**src/rtl/uart_pkg.sv**
```systemverilog
// uart_pkg
//   Shared types and constants for the UART blocks (transmitter now, receiver
//   later).
//   DATA_BITS               : bits per character
//   BAUD_CW                 : width of the baud down-counter
//   DEFAULT_CLOCKS_PER_BAUD : 12 MHz system clock / 9600 baud
//   uart_state_e            : frame sequencing states
package uart_pkg;

  localparam int unsigned DATA_BITS = 8;
  localparam int unsigned BAUD_CW   = 24;

  localparam logic [BAUD_CW-1:0] DEFAULT_CLOCKS_PER_BAUD = 24'd1250;

  typedef enum logic [2:0] {
    IDLE,
    START,
    DATA,
    PARITY,
    STOP
  } uart_state_e;

endpackage

```
**src/rtl/uart_baud_counter.sv**
```systemverilog
// uart_baud_counter
//   Loadable baud-period down-counter. A load takes priority over counting.
//   Otherwise the counter decrements every cycle until it reaches zero, and
//   it rests at zero until the next load.
//   i_clk    : system clock
//   i_reset  : synchronous, active-high reset (count -> 0)
//   i_load   : load i_reload on this edge
//   i_reload : value loaded, normally CLOCKS_PER_BAUD-1
//   o_count  : current count
//   o_zero   : count is zero, marking the last cycle of a bit period
module uart_baud_counter
  import uart_pkg::*;
(
  input  logic               i_clk,
  input  logic               i_reset,
  input  logic               i_load,
  input  logic [BAUD_CW-1:0] i_reload,
  output logic [BAUD_CW-1:0] o_count,
  output logic               o_zero
);

  logic [BAUD_CW-1:0] count_q, count_d;

  always_comb begin
    count_d = count_q;
    if (i_load) begin
      count_d = i_reload;
    end else if (count_q != '0) begin
      count_d = count_q - BAUD_CW'(1);
    end
  end

  always_ff @(posedge i_clk) begin
    if (i_reset) begin
      count_q <= '0;
    end else begin
      count_q <= count_d;
    end
  end

  assign o_count = count_q;
  assign o_zero  = (count_q == '0);

endmodule

```
**src/rtl/uart_tx_serializer.sv**
```systemverilog
// uart_tx_serializer
//   Byte-wide UART transmitter. It sends 8N1 frames by default. When the
//   macro UART_TX_PARITY_EN is defined, it sends 8E1 or 8O1 frames (parity
//   sense set by PARITY_ODD).
//   A request is accepted when i_wr && !o_busy. Back-to-back frames run with
//   no idle gap.
//   i_clk     : system clock
//   i_reset   : synchronous, active-high reset; abandons any frame
//   i_wr      : transmit request
//   i_data    : byte to send, sampled on the accept cycle only
//   o_uart_tx : serial line, idle high (registered)
//   o_busy    : frame in progress (registered); low in the final stop cycle
//
// state  | meaning
// IDLE   | line high, waiting for a request
// START  | start bit (0)
// DATA   | data bits, LSB first; idx_q counts 0..7
// PARITY | parity bit (only with UART_TX_PARITY_EN)
// STOP   | stop bit (1); a request in its last cycle chains the next frame
module uart_tx_serializer
  import uart_pkg::*;
#(
  parameter logic [BAUD_CW-1:0] CLOCKS_PER_BAUD = DEFAULT_CLOCKS_PER_BAUD,
  parameter logic               PARITY_ODD      = 1'b0
) (
  input  logic                 i_clk,
  input  logic                 i_reset,
  input  logic                 i_wr,
  input  logic [DATA_BITS-1:0] i_data,
  output logic                 o_uart_tx,
  output logic                 o_busy
);

  localparam logic [BAUD_CW-1:0] RELOAD = CLOCKS_PER_BAUD - BAUD_CW'(1);

  // The busy flag drops one cycle before the stop bit ends, so the count
  // must pass through 1.
  if (CLOCKS_PER_BAUD < BAUD_CW'(2)) begin : g_bad_baud
    $error("uart_tx_serializer: CLOCKS_PER_BAUD must be >= 2");
  end

  uart_state_e          state_q, state_d;
  logic [DATA_BITS-1:0] shift_q, shift_d;
  logic [2:0]           idx_q, idx_d;
  logic                 tx_q, tx_d;
  logic                 busy_q, busy_d;
  logic                 load;
  logic                 zero;
  logic                 accept;
  logic [BAUD_CW-1:0]   count;

`ifdef UART_TX_PARITY_EN
  logic parity_q, parity_d;
`else
  logic unused_parity_odd;
  assign unused_parity_odd = PARITY_ODD;
`endif

  uart_baud_counter u_baud (
    .i_clk    (i_clk),
    .i_reset  (i_reset),
    .i_load   (load),
    .i_reload (RELOAD),
    .o_count  (count),
    .o_zero   (zero)
  );

  // A request can only be taken while idle or in the final stop cycle.
  // Those are exactly the cycles in which busy_q is low.
  assign accept = i_wr && !busy_q &&
                  ((state_q == IDLE) || ((state_q == STOP) && zero));

  always_comb begin
    state_d = state_q;
    shift_d = shift_q;
    idx_d   = idx_q;
    tx_d    = tx_q;
    busy_d  = busy_q;
    load    = 1'b0;
`ifdef UART_TX_PARITY_EN
    parity_d = parity_q;
`endif

    unique case (state_q)
      IDLE: begin
        tx_d   = 1'b1;
        busy_d = 1'b0;
        if (accept) begin
          state_d = START;
          load    = 1'b1;
          shift_d = i_data;
          idx_d   = '0;
          tx_d    = 1'b0;
          busy_d  = 1'b1;
`ifdef UART_TX_PARITY_EN
          parity_d = (^i_data) ^ PARITY_ODD;
`endif
        end
      end

      START: begin
        if (zero) begin
          state_d = DATA;
          load    = 1'b1;
          idx_d   = '0;
          tx_d    = shift_q[0];
          shift_d = {1'b1, shift_q[DATA_BITS-1:1]};
        end
      end

      DATA: begin
        if (zero) begin
          load = 1'b1;
          if (idx_q == 3'(DATA_BITS - 1)) begin
`ifdef UART_TX_PARITY_EN
            state_d = PARITY;
            tx_d    = parity_q;
`else
            state_d = STOP;
            tx_d    = 1'b1;
`endif
          end else begin
            idx_d   = idx_q + 3'd1;
            tx_d    = shift_q[0];
            shift_d = {1'b1, shift_q[DATA_BITS-1:1]};
          end
        end
      end

`ifdef UART_TX_PARITY_EN
      PARITY: begin
        if (zero) begin
          state_d = STOP;
          load    = 1'b1;
          tx_d    = 1'b1;
        end
      end
`endif

      STOP: begin
        tx_d = 1'b1;
        // Clear busy on the edge entering the last stop cycle, so a
        // request can be taken in that cycle without a gap.
        if (count == BAUD_CW'(1)) begin
          busy_d = 1'b0;
        end
        if (zero) begin
          if (accept) begin
            state_d = START;
            load    = 1'b1;
            shift_d = i_data;
            idx_d   = '0;
            tx_d    = 1'b0;
            busy_d  = 1'b1;
`ifdef UART_TX_PARITY_EN
            parity_d = (^i_data) ^ PARITY_ODD;
`endif
          end else begin
            state_d = IDLE;
          end
        end
      end

      default: begin
        state_d = IDLE;
        tx_d    = 1'b1;
        busy_d  = 1'b0;
      end
    endcase
  end

  always_ff @(posedge i_clk) begin
    if (i_reset) begin
      state_q <= IDLE;
      shift_q <= 8'hFF;
      idx_q   <= '0;
      tx_q    <= 1'b1;
      busy_q  <= 1'b0;
`ifdef UART_TX_PARITY_EN
      parity_q <= 1'b0;
`endif
    end else begin
      state_q <= state_d;
      shift_q <= shift_d;
      idx_q   <= idx_d;
      tx_q    <= tx_d;
      busy_q  <= busy_d;
`ifdef UART_TX_PARITY_EN
      parity_q <= parity_d;
`endif
    end
  end

  assign o_uart_tx = tx_q;
  assign o_busy    = busy_q;

endmodule

```
**config.mk**
```make
export PLATFORM = sky130hd
export DESIGN_NAME = uart_tx_serializer
export DESIGN_NICKNAME = d
export VERILOG_FILES = /design/src/rtl/uart_pkg.sv /design/src/rtl/uart_baud_counter.sv /design/src/rtl/uart_tx_serializer.sv
export SDC_FILE = /design/constraint.sdc
export NUM_CORES = 1
export LEC_CHECK = 0
export BUFFER_PORTS_ARGS = -buffer_cell sky130_fd_sc_hd__clkbuf_2
export CAP_MARGIN = 25
export CORE_MARGIN = 2
export CORE_UTILIZATION = 30
export CTS_CLUSTER_DIAMETER = 150
export DETAILED_ROUTE_END_ITERATION = 10
export PLACE_DENSITY = 0.44
export SLEW_MARGIN = 20
export SYNTH_ARGS = -nofsm -noshare
export SYNTH_HDL_FRONTEND = slang
export SYNTH_SLANG_ARGS = --single-unit
export TNS_END_PERCENT = 10
```
**constraint.sdc**
```tcl
create_clock -name i_clk -period 3.6 [get_ports i_clk]
set_input_delay 0 -clock i_clk [delete_from_list [all_inputs] [get_ports i_clk]]
set_output_delay 0 -clock i_clk [all_outputs]
set_load 0.005 [all_outputs]
```
Yosys cells after proc, flatten, opt, wreduce, memory -nomap -nowiden

Index checks and enable logic that the tools add are counted.

Flip-flop bits (word level): 40
Bits of input ports: 11
Output and inout port bits: 2

$add $sub $neg: 2
Equal/unequal tests: 11
Muxes and demuxes: 35
Reductions and logical operators: 15

Operator list:

| kind                                                                   | number |
|---|---|
| 8-bit 2-to-1 mux                                                       | 5 |
| 8-bit one-hot mux with 4 select lines                                  | 1 |
| 3-bit 2-to-1 mux                                                       | 10 |
| 24-bit by 1-bit equality test with 1-bit output, second input constant | 1 |
| 24-bit zero test                                                       | 1 |
| 3-bit one-hot mux with 4 select lines                                  | 2 |
| 24-bit nonzero test                                                    | 1 |
| 24-bit by 1-bit subtractor with 24-bit output, second input constant   | 1 |
| 11-bit 2-to-1 mux                                                      | 2 |
| 1-bit 2-to-1 mux                                                       | 12 |
| 2-bit inequality test, second input constant                           | 6 |
| 5-bit AND reduction                                                    | 2 |
| 3-bit equality test, second input constant                             | 2 |
| 1-bit one-hot mux with 3 select lines                                  | 2 |
| 1-bit one-hot mux with 4 select lines                                  | 1 |
| 4-bit nonzero test                                                     | 1 |
| 2-bit OR reduction                                                     | 2 |
| 3-bit by 1-bit adder with 3-bit output, second input constant          | 1 |
| 3-bit by 1-bit equality test with 1-bit output, second input constant  | 1 |
| 3-bit by 2-bit equality test with 1-bit output, second input constant  | 1 |
| 1-bit logical AND                                                      | 3 |
| 3-bit zero test                                                        | 1 |
| 2-bit AND reduction                                                    | 1 |
| 2-bit nonzero test                                                     | 1 |
| 2 further kinds                                                        | 2 |

Longest topological paths before layout

Gate-level depths: netlist of run 1.

Depth in word-level cells: 8
Mapped depth: 10
Gate-level depth less buffers: 7

By module

Synthesis of run 1 repeated with hierarchy kept, for this count alone.

Cells, all modules: 283
Area total of the unflattened synthesis: 2,374.8 µm²

Modules (own cells, without submodules):

| module             | instances | cells an instance | area an instance (µm²) | seq. area each (µm²) |
|---|---|---|---|---|
| uart_baud_counter  | 1         | 161               | 1,310.0                | 480.5 |
| uart_tx_serializer | 1         | 122               | 1,064.8                | 320.3 |

Worst setup path after synthesis of run 1

OpenSTA, ideal clock, no wires.

Path type: register to register
Start: register u_baud.count_q[5] (netlist: u_baud.o_count[5])
End: register u_baud.count_q[19] (netlist: u_baud.o_count[19])
Setup time: 0.070 ns
Arrival: 2.517 ns
Data required time: 3.530 ns
Slack: 1.013 ns
Cell stages (with the launch flop): 8
Period minus slack after synthesis: 2.587 ns
Cell sequence: dfxtp_1 or4_1 buf_2 or4_1 buf_2 or4_4 or3_1 a21oi_1

Word-level cells in the longest chain between the ends: 8

RTL lines:

| what                                  | RTL line                                            | text |
|---|---|---|
| from (decl)                           | uart_baud_counter.sv:22                             | `logic [BAUD_CW-1:0] count_q, count_d;` |
| from (signal assigned)                | uart_baud_counter.sv:37                             | `count_q <= count_d;` |
| 24-bit zero test                      | uart_baud_counter.sv:42                             | `assign o_zero = (count_q == '0);` |
| 1-bit logical AND                     | uart_tx_serializer.sv:71                            | `((state_q == IDLE) \|\| ((state_q == STOP) && zero));` |
| 1-bit logical OR                      | uart_tx_serializer.sv:71                            |  |
| 1-bit logical AND                     | uart_tx_serializer.sv:70                            | `assign accept = i_wr && !busy_q &&` |
| 1-bit 2-to-1 mux                      | uart_tx_serializer.sv:88, uart_tx_serializer.sv:148 |  |
| 1-bit 2-to-1 mux                      | uart_tx_serializer.sv:147                           | `if (zero) begin` |
| 1-bit one-hot mux with 3 select lines | uart_tx_serializer.sv:84                            | `unique case (state_q)` |
| 2-bit OR reduction (no line)          | --                                                  |  |

Parallel ways exist; a longest one is shown, timed or not.
A chain may end at the register's enable or synchronous reset.

Worst setup path after layout of run 1

Start: register u_baud.count_q[0] (netlist: u_baud.o_count[0])
End: register u_baud.count_q[7] (netlist: u_baud.o_count[7])

Word-level cells in the longest chain between the ends: 8

RTL lines:

| what |
|---|
| branches (longest 8 deep; another with 24-bit by 1-bit subtractor with 24-bit output) |

Parallel ways; which one is timed is not known. The select of a mux whose other input is x is not followed.

==> flow_summary.toml, run 1 <==
[drt]
vias_per_cell = 5.30
drc_errors = 0
num_vias = 1946
drtPass1Iterations = 4
drtAntennaViolNets = 0
totalWireLength_um = 5290
wl_per_cell_um = 14.4
dr.first_iter.drc_count = 68

[clock_network]
numClockSinks = 40
clk_latency_ns = 0.29
cts_buffer_depth = 2
path_clk_slew_ns = 0.09
numCtsBuffers = 5
root_buffer = "clkbuf_8"
htreeDepth = 2
cts_tree = "done"
cts_resized = 0

[placed_design]
place_hpwl_um = 3670
preCtsSetupSlack_ns = 0.837
io_buffers = 12
postPlaceCellArea_um2 = 2340
routabilityCongestion = 0.741

[synthesis]
async_reset_ff_share_pct = 0
yosys.cell_types.count = 48
postSynthCellCount = 260
synth_top_area_cell = "dfxtp_1"
synthFlopType = "dfxtp_1"
syn_avg_cell_area_um2 = 8.47
synth.top_cell.area_share_pct = 36.4
yosys_warnings = 0
synth_nets = 276
synth_edf_count = 0
yosysMostFrequentCell = "dfxtp_1"
synthTopCellsByArea = "dfxtp_1 36%, a21oi_1 4.8%, nor3_1 4.5%"
ys_ff_latch = 40
synth_common_cells = "40 x dfxtp_1, 21 x a21oi_1, 20 x nor3_1, 15 x nor2_1"
synth_area_um2 = 2200
yosysSeqAreaShare_pct = 36.4

[pwr]
vdd_drop_max_uv = 244
p_per_area_nw_per_um2 = 842
power_leakage_nw = 0.879

[critical_path]
crit_type = "flip-flop to flip-flop"
critPathLaunch = "u_baud.o_count[0]"
endpoint_kind = "flip-flop"
critPathMaxFanout = 10
reg2reg_to = "u_baud.o_count[7]"
critPathLaunchType = "flip-flop"
reg2reg_slack_ns = 0.82
cp_data_required_time_ns = 3.81
crit_arrival_ns = 2.99
reg2reg_from = "u_baud.o_count[0]"
worstRegToRegCells = 7

[timing]
min_period_ns = 2.78
slew_headroom_pct = 45.2
tightest_slew_ns = 0.818
hold_violations = 0
setup_tns_ns = 0
skew_ns = 0.00805
finalSetupViolations = 0
fin_crit_sh_pct = 77.1
worst_slack_ns = 0.824
max_clock_freq_mhz = 360
rsz0062_at_grt = "false"
maxSlewViolCount = 0

[run_status]
status = "finished clean"

[floorplan]
fp-row-count = 31
core_area_um2 = 7180
start_util_pct = 30.7
ioPinCount = 13
dieArea_um2 = 8040
die_x_um = 89.7
dieHeight_um = 89.7

[hold_path]
hold_depth = 4
min_path_type = "input pin to flip-flop"
hold_start = "i_data[6]"
holdPathEnd = "shift_q[6]"

[finish]
area_growth_pct = 11.9
drive_gt1_share_pct = 13.1
design_area_um2 = 2460
antenna_cells = 0
nNetsFinal = 283

[global_route]
gr-total-overflow = 0
grt_usage_pct = 14.0
grt_pass1_vias = 1729
grt_pass1_wl_um = 8670
antenna_found_initial = 0
grt_max_degree = 25

[run]
drv_cap = 0
[sequential cells by signal, indices dropped and copies added, names as in the netlist]
| register | count |
|---|---|
| idx_q | 3 |
| o_busy | 1 |
| o_uart_tx | 1 |
| shift_q | 8 |
| state_q | 3 |
| u_baud.o_count | 24 |
[routing by layer]
layer	track usage, %	wire length [um]	share of wire (%)	vias to the layer above
met2	20.6	2280	43	40
met1	20.3	2750	52	903
li1	-	-	-	1001
met5	0	0	0	-
met4	3.53	31	0.59	0
met3	3.47	229	4.3	2
[repair_timing]
item | CTS | global route
hold buffers | 1 | 0
endpoints found under the hold margin | 1 | 0
buffers inserted | 0 | 0
[worst max-delay path, stage by stage, from the launching register on]
cell	delay [ns]
dfxtp_1	0.36
inv_1	0.14
ha_1	0.17
or4b_2	0.67
or4_1	0.47
o21ai_1	0.54
o21ai_0	0.15
a31oi_1	0.18
[report_power, final]
group | internal [mW] | switching, mW
Combinational | 0.412 | 0.614
Clock | 0.205 | 0.168
Sequential | 0.552 | 0.125
Total | 1.17 | 0.906
[metrics by stage]
| stage | instances | util [%] | hold slack, ns | power, mW |
|---|---|---|---|---|
| after floorplan | 260 | - | 0.177 | 1.45 |
| after global placement | 358 | 32.7 | 0.277 | 1.73 |
| after detailed placement | 358 | 32.7 | 0.282 | 1.71 |
| after CTS | 367 | 34.4 | 0.0644 | 2.10 |
| after global routing | 367 | 34.4 | 0.0624 | 2.27 |
| final | 367 | 34.4 | 0.0715 | 2.08 |
[cell type report]
type	instances	area, um^2
Clock inverter	3	42.5
Multi-Input combinational cell	200	1320
Sequential cell	40	801
Fill cell	752	4710
Inverter	4	15.0
Timing Repair Buffer	16	92.6
Clock buffer	5	68.8
Tap cell	99	124
[worst max-delay path by stage]
stage	end	cells after the start
5_1_grt	u_baud.o_count[10]	7
3_5_place_dp	u_baud.o_count[19]	5
6_report	u_baud.o_count[7]	7
2_1_floorplan	u_baud.o_count[19]	7
4_1_cts	u_baud.o_count[7]	7
3_3_place_gp	u_baud.o_count[19]	5
[logic make-up (layout without fill, tap and decap cells)]
group                      count (synthesis)  count (layout)  synth area share (%)
AOI/OAI and AO/OA                         68              68                  19.5
xor gates and xnor gates                  10              10                  3.98
adders and majority gates                  5               5                  2.84
buffers and inverters                     20              28                  3.64
DFF                                       40              40                  36.4
muxes                                     10              10                  4.94
and+or+nand+nor                          107             107                  28.7
[layout by cell type (no fill, tap or decap), drive strengths merged, types with 2 or more instances in the layout]
cell	count
nor4	12
nand3	2
or3	10
or2	3
inv	4
or4	13
xnor2	9
ha	5
nand2	8
a31oi	3
o31ai	4
o21ai	13
nand3b	4
o21bai	7
nor3	20
o21a	2
o41ai	2
a21o	2
nand4b	3
nand2b	7
nor4b	2
mux2	7
dfxtp	40
clkbuf	17
nor2	15
a211oi	5
mux2i	3
a21oi	21
buf	3
or3b	2
o211ai	3
Power figures use the tool's default switching activity.
==> run 2, diff against run 1 <==
==> constraint.sdc (replaced) <==
create_clock -name i_clk -period 2.7 [get_ports i_clk]
set_input_delay 0 -clock i_clk [delete_from_list [all_inputs] [get_ports i_clk]]
set_output_delay 0 -clock i_clk [all_outputs]
set_load 0.005 [all_outputs]
==> flow_summary.toml, run 2 (synthesized netlist as in run 1, its figures left out) <==
[run_status]
status = "finished clean"

[finish]
layout_commonest_cell = "dfxtp_1"
drive_gt1_share_pct = 16.7
final_cell_mix = "40 x dfxtp_1, 21 x a21oi_1, 20 x nor3_1"
largest_register_ffs = 24
nNetsFinal = 296
antenna_cells = 0
area_growth_pct = 16.1

[timing]
tightest_slew_ns = 0.606
min_period_ns = 2.52
skew_ns = 0.00870
maxSlewViolCount = 0
max_clock_freq_mhz = 398
setup_tns_ns = 0
worst_slack_ns = 0.184
hold_violations = 0
slew_headroom_pct = 59.2
rsz0062_at_grt = "false"
finalSetupViolations = 0
fin_crit_sh_pct = 93.2

[floorplan]
start_util_pct = 30.7
core_area_um2 = 7180
die_x_um = 89.7
ioPinCount = 13
dieHeight_um = 89.7
fp-row-count = 31
dieArea_um2 = 8040

[placed_design]
place_hpwl_um = 3850
preCtsSetupSlack_ns = 0.196
io_buffers = 12
routabilityCongestion = 0.787

[critical_path]
worstPathCellList = "or4_1 > buf_4 > nor4_1 > buf_4 > and2_1 > buf_4 > nor4b_1 > nor3_1"
crit_family = "simple AND/OR/NAND/NOR gates"
crit_top_cell = "buf_4"
slowest_stage = "or4_1"
crit_type = "flip-flop to flip-flop"
endpoint_kind = "flip-flop"
critPathLaunchType = "flip-flop"
critPathMaxFanout = 8
cp_data_required_time_ns = 2.86
cp_slowest_stage_delay_ns = 0.55
crit_arrival_ns = 2.67
crit_buf_inv = 3

[clock_network]
htreeDepth = 2
numCtsBuffers = 5
cts_buffer_depth = 2
cts_tree = "done"
clk_latency_ns = 0.29
path_clk_slew_ns = 0.08
root_buffer = "clkbuf_8"
numClockSinks = 40

[drt]
drtAntennaViolNets = 0
wl_per_cell_um = 14.4
drc_errors = 0
vias_per_cell = 5.28
num_vias = 2006
drtPass1Iterations = 4
dr.first_iter.drc_count = 77
totalWireLength_um = 5460

[pwr]
p_sw_share_pct = 42.9
seqPwrFrac_pct = 31.0
p_switching_mw = 1.24
power_leakage_nw = 0.940
p_per_area_nw_per_um2 = 1130
p_clk_share_pct = 14.4
vdd_drop_max_uv = 355
comb_power_share_pct = 54.6
intPower_mw = 1.65

[global_route]
grt_usage_pct = 14.5
grt_pass1_vias = 1813
grt_pass1_wl_um = 8990
grt_max_degree = 25
gr-total-overflow = 0
antenna_found_initial = 0

[run]
drv_cap = 0

[hold_path]
min_path_type = "input pin to flip-flop"
run 2: cell count changes in the layout (fill, tap and decap cells not counted), sizes merged:
cell	before	now
clkinvlp	1	0
buf	3	16
clkbuf	17	20
clkinv	1	0
bufinv	1	0
run 2: routing by layer:
metal	share of wire, %	vias to the layer above	GRT usage (%)
met5	0	-	0
met3	4.0	8	3.20
li1	-	1029	-
met4	1.5	0	4.48
met2	44	34	22.3
met1	50	935	20.3
run 2: final timing paths:
kind | start | to | slack (ns) | depth (start not counted)
hold reg to reg | idx_q[0] | idx_q[0] | 0.48 | 1
hold / removal | i_data[1] | shift_q[1] | 0.07 | 4
setup / recovery | u_baud.o_count[5] | u_baud.o_count[0] | 0.18 | 8
setup reg to reg | u_baud.o_count[5] | u_baud.o_count[0] | 0.18 | 8
run 2: per-stage QoR:
step	hold slack [ns]	power (mW)	std cells	cell area (um^2)	util, %
2_1_floorplan	0.177	1.94	260	2200	-
3_3_place_gp	0.281	2.48	371	2450	34.2
3_5_place_dp	0.292	2.47	371	2450	34.2
4_1_cts	0.0680	2.90	380	2550	35.6
5_1_grt	0.0910	3.13	380	2560	35.6
6_report	0.0666	2.89	380	2560	35.6
run 2: area by class of cell:
cell class | count | area, um^2
clock buffer | 8 | 90.1
sequential | 40 | 801
timing repair buffer | 29 | 203
tap | 99 | 124
fill | 759 | 4620
inverter | 4 | 15.0
multi-input combinational | 200 | 1330
run 2: worst min-delay path: stages:
cell	delay [ns]
clkbuf_2	0.07
mux2_2	0.13
a21oi_1	0.03
o21bai_1	0.09
run 2: repair_timing:
item / CTS / global route
hold buffers: 1 / 0
resized for setup: 0 / 1
setup endpoints to repair: 0 / 1
hold endpoints to repair: 1 / 0
buffers inserted: 0 / 0
run 2: power by group through the flow:
| stage | sequential [mW] | clock [mW] | combinational [mW] |
|---|---|---|---|
| floorplan | 0.850 | 0 | 1.09 |
| global placement | 0.908 | 0 | 1.58 |
| detailed placement | 0.907 | 0 | 1.56 |
| CTS | 0.893 | 0.432 | 1.57 |
| global route | 0.925 | 0.453 | 1.76 |
| finish | 0.894 | 0.417 | 1.58 |
